`config.mk`:
```
export PLATFORM = sky130hd
export DESIGN_NAME = gf180_ram_ctrl_flat
export DESIGN_NICKNAME = d
export VERILOG_FILES = /design/src/rtl/gf180_ram_ctrl_if.sv /design/src/rtl/gf180_ram_ctrl.sv /design/src/flat_wrapper.sv
export SDC_FILE = /design/constraint.sdc
export NUM_CORES = 1
export LEC_CHECK = 0
export CORE_MARGIN = 10
export CORE_UTILIZATION = 40
export CTS_CLUSTER_SIZE = 8
export DETAILED_ROUTE_END_ITERATION = 7
export DONT_BUFFER_PORTS = 1
export PLACE_DENSITY_LB_ADDON = 0.1
export SLEW_MARGIN = 0
export SYNTH_ARGS = -nofsm -noshare
export SYNTH_HDL_FRONTEND = slang
export SYNTH_SLANG_ARGS = --single-unit
```
`constraint.sdc`:
```
create_clock -name CLK -period 3.8 [get_ports CLK]
set_clock_uncertainty 0.1 [all_clocks]
set_input_delay 0.76 -clock CLK [delete_from_list [all_inputs] [get_ports CLK]]
set_output_delay 0.76 -clock CLK [all_outputs]
set_load 0.005 [all_outputs]
```
`src/rtl/gf180_ram_ctrl_if.sv`:
```
// ---------------------------------------------------------------------------
// gf180_ram_ctrl_if
//   Core-side channel bundle for gf180_ram_ctrl. The bundle holds a
//   valid/ready request channel, a valid/ready read-response channel and the
//   init_done status flag.
//
//   Signals:
//     req_valid  requester -> ctrl  request present
//     req_ready  ctrl -> requester  request accepted on valid && ready
//     req_we     requester -> ctrl  1 = write, 0 = read
//     req_addr   requester -> ctrl  word address
//     req_wdata  requester -> ctrl  write data
//     req_bmask  requester -> ctrl  per-bit write enable, active-high
//     resp_valid ctrl -> requester  read data available
//     resp_ready requester -> ctrl  consumer accepts read data
//     resp_data  ctrl -> requester  head of the response FIFO
//     init_done  ctrl -> requester  array clear finished / block usable
//
//   Modports:
//     master  the requester side
//     slave   the controller side
// ---------------------------------------------------------------------------
interface gf180_ram_ctrl_if;
  logic       req_valid;
  logic       req_ready;
  logic       req_we;
  logic [7:0] req_addr;
  logic [7:0] req_wdata;
  logic [7:0] req_bmask;
  logic       resp_valid;
  logic       resp_ready;
  logic [7:0] resp_data;
  logic       init_done;

  modport master (
    output req_valid, req_we, req_addr, req_wdata, req_bmask, resp_ready,
    input  req_ready, resp_valid, resp_data, init_done
  );

  modport slave (
    input  req_valid, req_we, req_addr, req_wdata, req_bmask, resp_ready,
    output req_ready, resp_valid, resp_data, init_done
  );
endinterface

```
`src/rtl/gf180_ram_ctrl.sv`:
```
// ---------------------------------------------------------------------------
// gf180_ram_ctrl
//   Front-end for the gf180 256x8 SRAM wrapper. The controller drives the
//   wrapper's active-low macro pins from a valid/ready request channel and
//   returns read data through a 2-entry response FIFO. The read latency is
//   2 cycles. The controller can optionally sweep INIT_VALUE into every
//   word after reset, before it accepts traffic.
//
//   Parameters:
//     CLEAR_ON_RESET  1: run the 256-cycle clear sweep after reset
//     INIT_VALUE      data written by the sweep
//
//   Ports:
//     CLK       clock, rising edge
//     RST_N     asynchronous active-low reset
//     bus       core-side channel (slave modport of gf180_ram_ctrl_if)
//     ram_cen   wrapper CEN, active-low chip enable
//     ram_gwen  wrapper GWEN, active-low global write enable
//     ram_wen   wrapper WEN, active-low per-bit write enable
//     ram_a     wrapper address
//     ram_d     wrapper write data
//     ram_q     wrapper read data; valid the cycle after a read
// ---------------------------------------------------------------------------
module gf180_ram_ctrl #(
  parameter bit         CLEAR_ON_RESET = 1'b1,
  parameter logic [7:0] INIT_VALUE     = 8'h00
) (
  input  logic                  CLK,
  input  logic                  RST_N,
  gf180_ram_ctrl_if.slave       bus,
  output logic                  ram_cen,
  output logic                  ram_gwen,
  output logic [7:0]            ram_wen,
  output logic [7:0]            ram_a,
  output logic [7:0]            ram_d,
  input  logic [7:0]            ram_q
);

  localparam int DATA_W = 8;
  localparam int ADDR_W = 8;

  typedef enum logic {
    ST_INIT = 1'b0,
    ST_RUN  = 1'b1
  } state_t;

  state_t              r_state;
  state_t              w_state_nxt;
  logic [ADDR_W-1:0]   r_init_cnt;
  logic [ADDR_W-1:0]   w_init_cnt_nxt;
  logic                r_init_done;
  logic                w_init_done_nxt;

  logic                r_rd_pending;
  logic [1:0]          r_count;
  logic                r_wptr;
  logic                r_rptr;
  logic [DATA_W-1:0]   r_fifo [2];

  logic                w_req_ready;
  logic                w_fire;
  logic                w_rd_fire;
  logic                w_push;
  logic                w_pop;
  logic [2:0]          w_credit;

  // ------------------------------------------------------------------
  // Handshake and flow control.
  // ------------------------------------------------------------------
  // The credit count covers entries already in the FIFO and the read that
  // is in flight through the macro. A pop in this cycle frees a slot
  // immediately, so reads continue at full rate while the consumer drains.
  // RST_N gates ready so that no request is accepted while reset is
  // asserted. This also applies when init_done resets high.
  assign w_pop       = (r_count != 2'd0) && bus.resp_ready;
  assign w_push      = r_rd_pending;
  assign w_credit    = {1'b0, r_count} + {2'b00, r_rd_pending} - {2'b00, w_pop};
  assign w_req_ready = RST_N && r_init_done && (bus.req_we || (w_credit < 3'd2));
  assign w_fire      = bus.req_valid && w_req_ready;
  assign w_rd_fire   = w_fire && !bus.req_we;

  assign bus.req_ready  = w_req_ready;
  assign bus.resp_valid = (r_count != 2'd0);
  assign bus.resp_data  = r_fifo[r_rptr];
  assign bus.init_done  = r_init_done;

  // ------------------------------------------------------------------
  // FSM state register.
  // ------------------------------------------------------------------
  always_ff @(posedge CLK or negedge RST_N) begin
    if (!RST_N) begin
      r_state     <= CLEAR_ON_RESET ? ST_INIT : ST_RUN;
      r_init_cnt  <= '0;
      r_init_done <= !CLEAR_ON_RESET;
    end else begin
      r_state     <= w_state_nxt;
      r_init_cnt  <= w_init_cnt_nxt;
      r_init_done <= w_init_done_nxt;
    end
  end

  // ------------------------------------------------------------------
  // FSM next state and macro pin drive.
  // ------------------------------------------------------------------
  // While reset is asserted the pins idle combinationally. A reset in the
  // middle of the sweep therefore stops macro activity at once, without
  // waiting for a clock edge.
  always_comb begin
    w_state_nxt     = r_state;
    w_init_cnt_nxt  = r_init_cnt;
    w_init_done_nxt = r_init_done;
    ram_cen         = 1'b1;
    ram_gwen        = 1'b1;
    ram_wen         = 8'hFF;
    ram_a           = '0;
    ram_d           = '0;

    if (RST_N) begin
      unique case (r_state)
        ST_INIT: begin
          ram_cen        = 1'b0;
          ram_gwen       = 1'b0;
          ram_wen        = 8'h00;
          ram_a          = r_init_cnt;
          ram_d          = INIT_VALUE;
          w_init_cnt_nxt = r_init_cnt + 8'd1;
          // This edge writes the last word, so the sweep ends here.
          if (r_init_cnt == 8'hFF) begin
            w_state_nxt     = ST_RUN;
            w_init_done_nxt = 1'b1;
          end
        end
        ST_RUN: begin
          ram_a    = bus.req_addr;
          ram_d    = bus.req_wdata;
          ram_cen  = !w_fire;
          ram_gwen = !(w_fire && bus.req_we);
          ram_wen  = (w_fire && bus.req_we) ? ~bus.req_bmask : 8'hFF;
        end
        default: ;
      endcase
    end
  end

  // ------------------------------------------------------------------
  // Read pipeline control: macro access, then capture into the FIFO.
  // ------------------------------------------------------------------
  always_ff @(posedge CLK or negedge RST_N) begin
    if (!RST_N) begin
      r_rd_pending <= 1'b0;
      r_count      <= 2'd0;
      r_wptr       <= 1'b0;
      r_rptr       <= 1'b0;
    end else begin
      r_rd_pending <= w_rd_fire;
      if (w_push) r_wptr <= ~r_wptr;
      if (w_pop)  r_rptr <= ~r_rptr;
      r_count <= r_count + {1'b0, w_push} - {1'b0, w_pop};
    end
  end

  // FIFO storage holds data only and needs no reset. The occupancy count
  // decides whether an entry is meaningful.
  always_ff @(posedge CLK) begin
    if (w_push) r_fifo[r_wptr] <= ram_q;
  end

  // The credit check must keep the FIFO from ever taking a third entry.
  always_ff @(posedge CLK) begin
    if (RST_N) begin
      assert (!(w_push && !w_pop && (r_count == 2'd2)));
    end
  end

endmodule

```
`src/flat_wrapper.sv`:
```
// flat-port wrapper written by rule: the top's interface ports become plain ports
module gf180_ram_ctrl_flat 
#(
  parameter bit         CLEAR_ON_RESET = 1'b1,
  parameter logic [7:0] INIT_VALUE     = 8'h00
)
  (CLK, RST_N, ram_cen, ram_gwen, ram_wen, ram_a, ram_d, ram_q, bus_req_valid, bus_req_we, bus_req_addr, bus_req_wdata, bus_req_bmask, bus_resp_ready, bus_req_ready, bus_resp_valid, bus_resp_data, bus_init_done);
  gf180_ram_ctrl_if bus_i ();
  input  logic CLK;
  input  logic RST_N;
  output logic ram_cen;
  output logic ram_gwen;
  output logic [7:0] ram_wen;
  output logic [7:0] ram_a;
  output logic [7:0] ram_d;
  input  logic [7:0] ram_q;
  input wire logic [$bits(bus_i.req_valid)-1:0] bus_req_valid;
  input wire logic [$bits(bus_i.req_we)-1:0] bus_req_we;
  input wire logic [$bits(bus_i.req_addr)-1:0] bus_req_addr;
  input wire logic [$bits(bus_i.req_wdata)-1:0] bus_req_wdata;
  input wire logic [$bits(bus_i.req_bmask)-1:0] bus_req_bmask;
  input wire logic [$bits(bus_i.resp_ready)-1:0] bus_resp_ready;
  output wire logic [$bits(bus_i.req_ready)-1:0] bus_req_ready;
  output wire logic [$bits(bus_i.resp_valid)-1:0] bus_resp_valid;
  output wire logic [$bits(bus_i.resp_data)-1:0] bus_resp_data;
  output wire logic [$bits(bus_i.init_done)-1:0] bus_init_done;
  assign bus_i.req_valid = bus_req_valid;
  assign bus_i.req_we = bus_req_we;
  assign bus_i.req_addr = bus_req_addr;
  assign bus_i.req_wdata = bus_req_wdata;
  assign bus_i.req_bmask = bus_req_bmask;
  assign bus_i.resp_ready = bus_resp_ready;
  assign bus_req_ready = bus_i.req_ready;
  assign bus_resp_valid = bus_i.resp_valid;
  assign bus_resp_data = bus_i.resp_data;
  assign bus_init_done = bus_i.init_done;
  gf180_ram_ctrl #(.CLEAR_ON_RESET(CLEAR_ON_RESET), .INIT_VALUE(INIT_VALUE)) u_core (.CLK(CLK), .RST_N(RST_N), .bus(bus_i), .ram_cen(ram_cen), .ram_gwen(ram_gwen), .ram_wen(ram_wen), .ram_a(ram_a), .ram_d(ram_d), .ram_q(ram_q));
endmodule
```
==> results of run 1 <==
worst reg2reg max path, delay by kind of cell (launching register included):
family / cells / cell delay (ns)
AO/OA/AOI/OAI: 1 / 0.10
AND/OR/NAND/NOR: 3 / 0.61
adder cells (fa/ha/maj): 3 / 0.82
flip-flops: 1 / 0.44
buffers and inverters: 2 / 0.10
XOR/XNOR: 1 / 0.18
stage by stage:
step	std cells	total power [mW]
floorplan	141	0.704
global placement	184	0.738
detailed placement	184	0.751
CTS	193	1.07
global route	193	1.12
finish	193	1.05
layer usage:
metal  routed length [µm]  part of all wire  track usage  vias up
met1                 1410              0.41       0.0991      484
met3                  406              0.12       0.0618        6
met4                   57             0.017       0.0404        0
met2                 1550              0.45        0.147       59
li1                     -                 -            -      490
met5                    0                 0            0        -
final cells by class:
class	instances	share of cell area
Sequential cell	31	0.474
Multi-Input combinational cell	97	0.413
Clock buffer	5	0.0381
Tap cell	50	0.0346
Clock inverter	3	0.0215
Inverter	6	0.0125
Timing Repair Buffer	1	0.00623
flip-flops by register name (all words and copies together) (netlist names):
register	cells
u_core.bus.init_done	1
u_core.r_count	2
u_core.r_fifo	16
u_core.r_init_cnt	8
u_core.r_rd_pending	1
u_core.r_rptr	1
u_core.r_state	1
u_core.r_wptr	1
logic make-up after synthesis:
kind of cell | Yosys count | share of synthesized area
flops | 31 | 0.512
buf+inv | 13 | 0.0426
xor+xnor | 10 | 0.0568
compound gates | 12 | 0.0479
simple gates | 54 | 0.198
fa+ha+maj | 4 | 0.0344
mux | 17 | 0.108
final timing paths:
kind | start | endpoint | slack, ns
min in group CLK | u_core.r_rd_pending | u_core.r_wptr | 0.38
max | u_core.r_count[1] | ram_wen[4] | 0.16
min | RST_N | u_core.r_init_cnt[4] | 0.07
max reg2reg | u_core.r_count[1] | u_core.r_rd_pending | 1.36
min reg2reg | u_core.r_rd_pending | u_core.r_wptr | 0.38
max in group asynchronous | RST_N | u_core.r_init_cnt[3] | 3.45
repair_timing:
| item | CTS | global route |
|---|---|---|
| setup buffers | 1 | 0 |
| resized for setup | 0 | 2 |
| endpoints found under the setup margin | 9 | 8 |
| pin swaps | 1 | 0 |
power groups by stage:
| stage | clock, mW | sequential [mW] | combinational (mW) |
|---|---|---|---|
| floorplan | 0 | 0.461 | 0.242 |
| global placement | 0 | 0.491 | 0.247 |
| global route | 0.332 | 0.501 | 0.287 |
| detailed placement | 0 | 0.495 | 0.255 |
| CTS | 0.318 | 0.489 | 0.259 |
| finish | 0.310 | 0.487 | 0.251 |
layout by cell type (no fill, tap or decap), types with 2 or more instances in the layout:
cell / Yosys / routed
nand2_1: 20 / 20
edfxtp_1: 16 / 16
nor2_1: 3 / 3
and3_1: 3 / 3
nor2b_1: 8 / 8
and3_2: 6 / 6
o21ai_1: 8 / 8
nand4_1: 2 / 2
clkbuf_8: 0 / 5
mux2_2: 9 / 9
inv_1: 4 / 4
xnor2_1: 4 / 4
dfrtp_1: 15 / 14
xor2_1: 5 / 5
and2_1: 2 / 2
inv_2: 2 / 2
mux2i_1: 8 / 8
ha_1: 3 / 3
==> flow_results.xml, run 1 <==
<?xml version="1.0" encoding="UTF-8"?>
<metrics>
  <group name="route">
    <metric name="drtPass1Iterations" unit="">2</metric>
    <metric name="wire_per_inst" unit="µm">17.7</metric>
    <metric name="detailroute.via_count" unit="">1039</metric>
    <metric name="totalWireLength" unit="mm">3.43</metric>
    <metric name="residual_drc" unit="">0</metric>
    <metric name="drt-initial-drc-count" unit="">29</metric>
    <metric name="vias_per_cell" unit="">5.38</metric>
    <metric name="antenna_left" unit="">0</metric>
  </group>
  <group name="final_layout">
    <metric name="syn_to_final_growth" unit="%">8.00</metric>
    <metric name="multiInputGateArea" unit="µm²">746</metric>
    <metric name="seqCellArea" unit="µm²">857</metric>
    <metric name="num-fill-cells" unit="">385</metric>
    <metric name="postLayoutCellArea" unit="µm²">1810</metric>
    <metric name="net_count_final" unit="">183</metric>
    <metric name="final_core_util" unit="">0.448</metric>
    <metric name="n_antenna_cell" unit="">0</metric>
    <metric name="post_route_cells_drive_above_1_share" unit="">0.245</metric>
  </group>
  <group name="worst_setup_path">
    <metric name="worst_path_largest_cell_delay" unit="ns">0.50</metric>
    <metric name="worstSetupEndpointType" unit="">output pin</metric>
    <metric name="cp_num_cells" unit="">11</metric>
    <metric name="worstPathBufferInverterCount" unit="">4</metric>
    <metric name="path_cells" unit="">or2_1, and2_1, ha_1, inv_1, ha_1, inv_1, fa_1, inv_1, nor4b_4, buf_6, o21ai_1</metric>
    <metric name="critical_path_class" unit="">flip-flop to output pin</metric>
    <metric name="rr_worst_depth" unit="">10</metric>
    <metric name="critPathMostFrequentCell" unit="">inv_1</metric>
    <metric name="crit_slowest_cell" unit="">fa_1</metric>
    <metric name="crit_required" unit="ns">2.94</metric>
    <metric name="worst_setup_path_start_kind" unit="">flip-flop</metric>
    <metric name="critPathArrivalTime" unit="ns">2.78</metric>
    <metric name="crit_fanout" unit="">9</metric>
    <metric name="timing.critical_path.max_delay_family" unit="">adder cells</metric>
  </group>
  <group name="logic_synthesis">
    <metric name="postSynth.asyncResetShare" unit="">0.484</metric>
    <metric name="syn_area" unit="µm²">1670</metric>
    <metric name="synth_largest_type_area_fraction" unit="">0.287</metric>
    <metric name="synthDistinctLibCells" unit="">37</metric>
    <metric name="synth.net_count" unit="">182</metric>
    <metric name="synth-seq-area-share" unit="">0.512</metric>
    <metric name="syn-mean-instance-area" unit="µm²">11.9</metric>
    <metric name="post_synth_top_area_cell" unit="">edfxtp_1</metric>
    <metric name="synth_enable_flop_cells" unit="">16</metric>
    <metric name="leading_cell_type_by_number_of_instances_after_synthesis" unit="">nand2_1</metric>
    <metric name="ys_ff_latch" unit="">31</metric>
    <metric name="netlist_instances" unit="">141</metric>
    <metric name="postSynth.topFlopCell" unit="">edfxtp_1</metric>
    <metric name="ys_top_cells_by_count" unit="">nand2_1 (20), edfxtp_1 (16), dfrtp_1 (15)</metric>
    <metric name="synth-warning-count" unit="">0</metric>
    <metric name="yosys-top-cells-area" unit="">edfxtp_1 (29%), dfrtp_1 (22%), mux2_2 (6.1%)</metric>
  </group>
  <group name="power">
    <metric name="seq_power_share" unit="">0.464</metric>
    <metric name="power.density_cell_area" unit="nW/µm²">580</metric>
    <metric name="p_int" unit="mW">0.740</metric>
    <metric name="switching_share_of_total_power" unit="">0.294</metric>
    <metric name="p_leak" unit="nW">0.702</metric>
    <metric name="clock_power_share" unit="">0.296</metric>
    <metric name="netSwitchingPower" unit="mW">0.308</metric>
    <metric name="vdd_drop_max" unit="mV">0.185</metric>
    <metric name="power.share.combinational" unit="">0.240</metric>
  </group>
  <group name="sta">
    <metric name="unrepaired_setup_endpoints_after_global_routing" unit="">no</metric>
    <metric name="maxSlewViolCount" unit="">0</metric>
    <metric name="final_hold_viol_count" unit="">0</metric>
    <metric name="fin_crit" unit="ns">3.64</metric>
    <metric name="totalNegativeSetupSlack" unit="ns">0</metric>
    <metric name="timing.fmax" unit="MHz">275</metric>
    <metric name="slew-limit-headroom" unit="">0.289</metric>
    <metric name="tightestPinTransition" unit="ns">1.07</metric>
    <metric name="report.final.setup_viol" unit="">0</metric>
    <metric name="final.setup.worst_slack" unit="ns">0.165</metric>
    <metric name="worst_hold_slack" unit="ns">0.0729</metric>
    <metric name="finalCritPeriodShare" unit="">0.957</metric>
  </group>
  <group name="clock_tree">
    <metric name="cts_htree_levels" unit="">2</metric>
    <metric name="ctsLongestPathBuffers" unit="">2</metric>
    <metric name="cts_buffers" unit="">5</metric>
    <metric name="clock_edge_transition_at_the_registers_on_the_reported_setup_and_hold_paths" unit="ns">0.06</metric>
    <metric name="clock_sink_total" unit="">31</metric>
    <metric name="number_of_hold_buffers_added_after_cts" unit="">0</metric>
    <metric name="cts_tree" unit="">yes</metric>
    <metric name="clk_latency" unit="ns">0.28</metric>
    <metric name="root_buffer" unit="">clkbuf_8</metric>
  </group>
  <group name="global_routing">
    <metric name="grt_overflow_total" unit="">0</metric>
    <metric name="first_global_vias" unit="">1167</metric>
    <metric name="first_pass_grt_wire_length" unit="mm">5.49</metric>
    <metric name="grt_start_max_net_pins" unit="">37</metric>
    <metric name="grt.total_usage" unit="">0.0947</metric>
    <metric name="grt_antenna_before_repair" unit="">0</metric>
  </group>
  <group name="floorplanning">
    <metric name="placeableCoreArea" unit="µm²">4030</metric>
    <metric name="die_width" unit="µm">84.7</metric>
    <metric name="row_count" unit="">23</metric>
    <metric name="ios" unit="">74</metric>
    <metric name="initial_core_util" unit="">0.415</metric>
    <metric name="fp.dieArea" unit="µm²">7170</metric>
    <metric name="die_outline_height" unit="µm">84.7</metric>
  </group>
  <group name="hold_path">
    <metric name="timing.hold.worst.class" unit="">input port to async pin</metric>
  </group>
  <group name="placed_design">
    <metric name="hpwl" unit="mm">2.70</metric>
    <metric name="placed_cell_area" unit="µm²">1690</metric>
    <metric name="globalplace.congestion" unit="">0.672</metric>
    <metric name="pre_cts_ws" unit="ns">0.253</metric>
    <metric name="portBuffers" unit="">0</metric>
  </group>
  <group name="outcome">
    <metric name="outcome" unit="">completed</metric>
  </group>
  <group name="flow_run">
    <metric name="cap_viol_max_count" unit="">0</metric>
  </group>
</metrics>
(Power assumes the default switching activity.)
==> inputs of run 2 (changes only) <==
--- a/config.mk
+++ b/config.mk
@@ -6,11 +6,12 @@
 export NUM_CORES = 1
 export LEC_CHECK = 0
 export CORE_MARGIN = 10
-export CORE_UTILIZATION = 40
+export CORE_UTILIZATION = 45
 export CTS_CLUSTER_SIZE = 8
 export DETAILED_ROUTE_END_ITERATION = 7
 export DONT_BUFFER_PORTS = 1
 export PLACE_DENSITY_LB_ADDON = 0.1
+export REMOVE_ABC_BUFFERS = 1
 export SLEW_MARGIN = 0
 export SYNTH_ARGS = -nofsm -noshare
 export SYNTH_HDL_FRONTEND = slang
==> flow_results.xml, run 2 (synthesis gave the netlist of run 1 again) <==
<?xml version="1.0" encoding="UTF-8"?>
<metrics>
  <group name="worst_setup_path">
    <metric name="rr_worst_depth" unit="">10</metric>
    <metric name="regToRegSetupSlack" unit="ns">1.29</metric>
    <metric name="crit_fanout" unit="">9</metric>
    <metric name="crit_required" unit="ns">2.94</metric>
    <metric name="worst_setup_path_start_kind" unit="">flip-flop</metric>
    <metric name="regToRegStartpoint" unit="">u_core.r_count[1]</metric>
    <metric name="timing.critical_path.max_delay_family" unit="">adder cells</metric>
    <metric name="regToRegEndpoint" unit="">u_core.r_rd_pending</metric>
    <metric name="worstSetupEndpointType" unit="">output pin</metric>
    <metric name="worst_path_largest_cell_delay" unit="ns">0.50</metric>
    <metric name="critPathArrivalTime" unit="ns">2.84</metric>
    <metric name="critPathMostFrequentCell" unit="">inv_1</metric>
    <metric name="worstPathBufferInverterCount" unit="">4</metric>
    <metric name="critical_path_class" unit="">flip-flop to output pin</metric>
    <metric name="path_cells" unit="">or2_1, and2_1, ha_1, inv_1, ha_1, inv_1, fa_1, inv_1, nor4b_4, buf_4, o21ai_1</metric>
    <metric name="crit_slowest_cell" unit="">fa_1</metric>
  </group>
  <group name="clock_tree">
    <metric name="root_buffer" unit="">clkbuf_8</metric>
    <metric name="clk_latency" unit="ns">0.27</metric>
    <metric name="cts_htree_levels" unit="">2</metric>
    <metric name="cts_tree" unit="">yes</metric>
    <metric name="post_cts.resized_instances" unit="">0</metric>
    <metric name="ctsLongestPathBuffers" unit="">2</metric>
    <metric name="clock_edge_transition_at_the_registers_on_the_reported_setup_and_hold_paths" unit="ns">0.06</metric>
    <metric name="number_of_hold_buffers_added_after_cts" unit="">0</metric>
    <metric name="cts_buffers" unit="">5</metric>
    <metric name="clock_sink_total" unit="">31</metric>
  </group>
  <group name="final_layout">
    <metric name="num-fill-cells" unit="">339</metric>
    <metric name="layout.cells.most_common_list" unit="">nand2_1 (20), edfxtp_1 (16), dfrtp_1 (15)</metric>
    <metric name="post_route_cells_drive_above_1_share" unit="">0.238</metric>
    <metric name="largest_register_ff_count" unit="">16</metric>
    <metric name="syn_to_final_growth" unit="%">7.55</metric>
    <metric name="most_frequent_standard_cell_in_the_layout_excluding_fill_and_tap_cells" unit="">nand2_1</metric>
    <metric name="largest_registers" unit="">u_core.r_fifo (16), u_core.r_init_cnt (8), u_core.r_count (2)</metric>
    <metric name="n_antenna_cell" unit="">0</metric>
    <metric name="net_count_final" unit="">183</metric>
    <metric name="largest_register" unit="">u_core.r_fifo</metric>
  </group>
  <group name="global_routing">
    <metric name="grt_antenna_before_repair" unit="">0</metric>
    <metric name="first_global_vias" unit="">1042</metric>
    <metric name="grt_overflow_total" unit="">0</metric>
    <metric name="grt_start_max_net_pins" unit="">37</metric>
    <metric name="grt.total_usage" unit="">0.102</metric>
    <metric name="first_pass_grt_wire_length" unit="mm">5.24</metric>
  </group>
  <group name="power">
    <metric name="power.share.combinational" unit="">0.241</metric>
    <metric name="switching_share_of_total_power" unit="">0.296</metric>
    <metric name="netSwitchingPower" unit="mW">0.309</metric>
    <metric name="p_int" unit="mW">0.735</metric>
    <metric name="power.density_cell_area" unit="nW/µm²">580</metric>
    <metric name="vdd_drop_max" unit="mV">0.226</metric>
    <metric name="p_leak" unit="nW">0.703</metric>
    <metric name="seq_power_share" unit="">0.466</metric>
    <metric name="clock_power_share" unit="">0.294</metric>
  </group>
  <group name="floorplanning">
    <metric name="die_width" unit="µm">81.0</metric>
    <metric name="row_count" unit="">22</metric>
    <metric name="initial_core_util" unit="">0.460</metric>
    <metric name="die_outline_height" unit="µm">81.0</metric>
    <metric name="fp.dieArea" unit="µm²">6560</metric>
    <metric name="placeableCoreArea" unit="µm²">3630</metric>
    <metric name="ios" unit="">74</metric>
  </group>
  <group name="sta">
    <metric name="maxSlewViolCount" unit="">0</metric>
    <metric name="report.final.setup_viol" unit="">0</metric>
    <metric name="totalNegativeSetupSlack" unit="ns">0</metric>
    <metric name="unrepaired_setup_endpoints_after_global_routing" unit="">no</metric>
    <metric name="fin_crit" unit="ns">3.70</metric>
    <metric name="slew-limit-headroom" unit="">0.300</metric>
    <metric name="final_hold_viol_count" unit="">0</metric>
    <metric name="finalCritPeriodShare" unit="">0.973</metric>
    <metric name="tightestPinTransition" unit="ns">1.05</metric>
    <metric name="final.setup.worst_slack" unit="ns">0.104</metric>
    <metric name="timing.fmax" unit="MHz">271</metric>
  </group>
  <group name="hold_path">
    <metric name="timing.hold.worst.class" unit="">input port to async pin</metric>
  </group>
  <group name="route">
    <metric name="detailroute.via_count" unit="">1011</metric>
    <metric name="wire_per_inst" unit="µm">17.9</metric>
    <metric name="antenna_left" unit="">0</metric>
    <metric name="drt-initial-drc-count" unit="">32</metric>
    <metric name="vias_per_cell" unit="">5.29</metric>
    <metric name="residual_drc" unit="">0</metric>
    <metric name="drtPass1Iterations" unit="">4</metric>
    <metric name="totalWireLength" unit="mm">3.43</metric>
  </group>
  <group name="outcome">
    <metric name="outcome" unit="">completed</metric>
  </group>
  <group name="placed_design">
    <metric name="hpwl" unit="mm">2.59</metric>
    <metric name="globalplace.congestion" unit="">0.775</metric>
    <metric name="portBuffers" unit="">0</metric>
    <metric name="pre_cts_ws" unit="ns">0.304</metric>
  </group>
  <group name="flow_run">
    <metric name="cap_viol_max_count" unit="">0</metric>
  </group>
</metrics>
==> run 2: cell counts in the layout (fill, tap and decap cells not counted) <==
No cell type changed its count.
==> run 2: worst max-delay path by stage <==
stage,startpoint,end,slack [ns],depth (start not counted)
final,u_core.r_count[1],ram_wen[4],0.10,11
after global routing,u_core.r_count[1],ram_wen[6],0.0008,11
after CTS,u_core.r_count[1],ram_wen[4],0.01,10
after detailed placement,bus_resp_ready,ram_wen[4],0.30,9
after global placement,bus_resp_ready,ram_wen[0],0.34,9
after floorplan,bus_resp_ready,ram_wen[0],0.43,9
==> run 2: worst register-to-register path, delay by kind of cell, from the launching register on <==
kind            cells  cell delay, ns
fa+ha+maj           3            0.82
simple gates        3            0.67
flops               1            0.43
xor+xnor            1            0.19
buf+inv             2            0.10
compound gates      1            0.10
==> run 2: per-layer routing <==
metal  up-vias  global-route usage  wire length, µm
met5         -                   0                0
met4         0              0.0242               21
met3         4              0.0662              371
met2        41               0.157             1680
met1       479               0.116             1350
li1        487                   -                -
==> run 2: metrics by stage <==
stage / utilization / power [mW] / std cells / instance area [µm²] / hold slack [ns]
2_1_floorplan: - / 0.695 / 134 / 1620 / 0.354
3_3_place_gp: 0.463 / 0.738 / 182 / 1680 / 0.365
3_5_place_dp: 0.463 / 0.746 / 182 / 1680 / 0.365
4_1_cts: 0.493 / 1.06 / 190 / 1790 / 0.0611
5_1_grt: 0.495 / 1.11 / 191 / 1800 / 0.0557
6_report: 0.495 / 1.04 / 191 / 1800 / 0.0725
==> run 2: cell type report <==
type,count,area (µm²),share of cell area
repair buffers,1,7.51,0.00417
multi-input cells,97,746,0.414
well taps,48,60.1,0.0334
clock inverters,3,38.8,0.0216
flip-flops and latches,31,856,0.476
inverters,6,22.5,0.0125
clock buffers,5,68.8,0.0382
==> run 2: power by group through the flow <==
stage | combinational [mW] | sequential, mW | clock, mW
after floorplan | 0.221 | 0.474 | 0
after global placement | 0.246 | 0.492 | 0
after detailed placement | 0.250 | 0.496 | 0
after CTS | 0.257 | 0.489 | 0.315
after global routing | 0.282 | 0.498 | 0.328
final | 0.251 | 0.486 | 0.306
==> run 2: timing repair <==
item	4_1_cts	5_1_grt
pin swaps	1	1
setup buffers	0	1
endpoints found under the setup margin	4	9
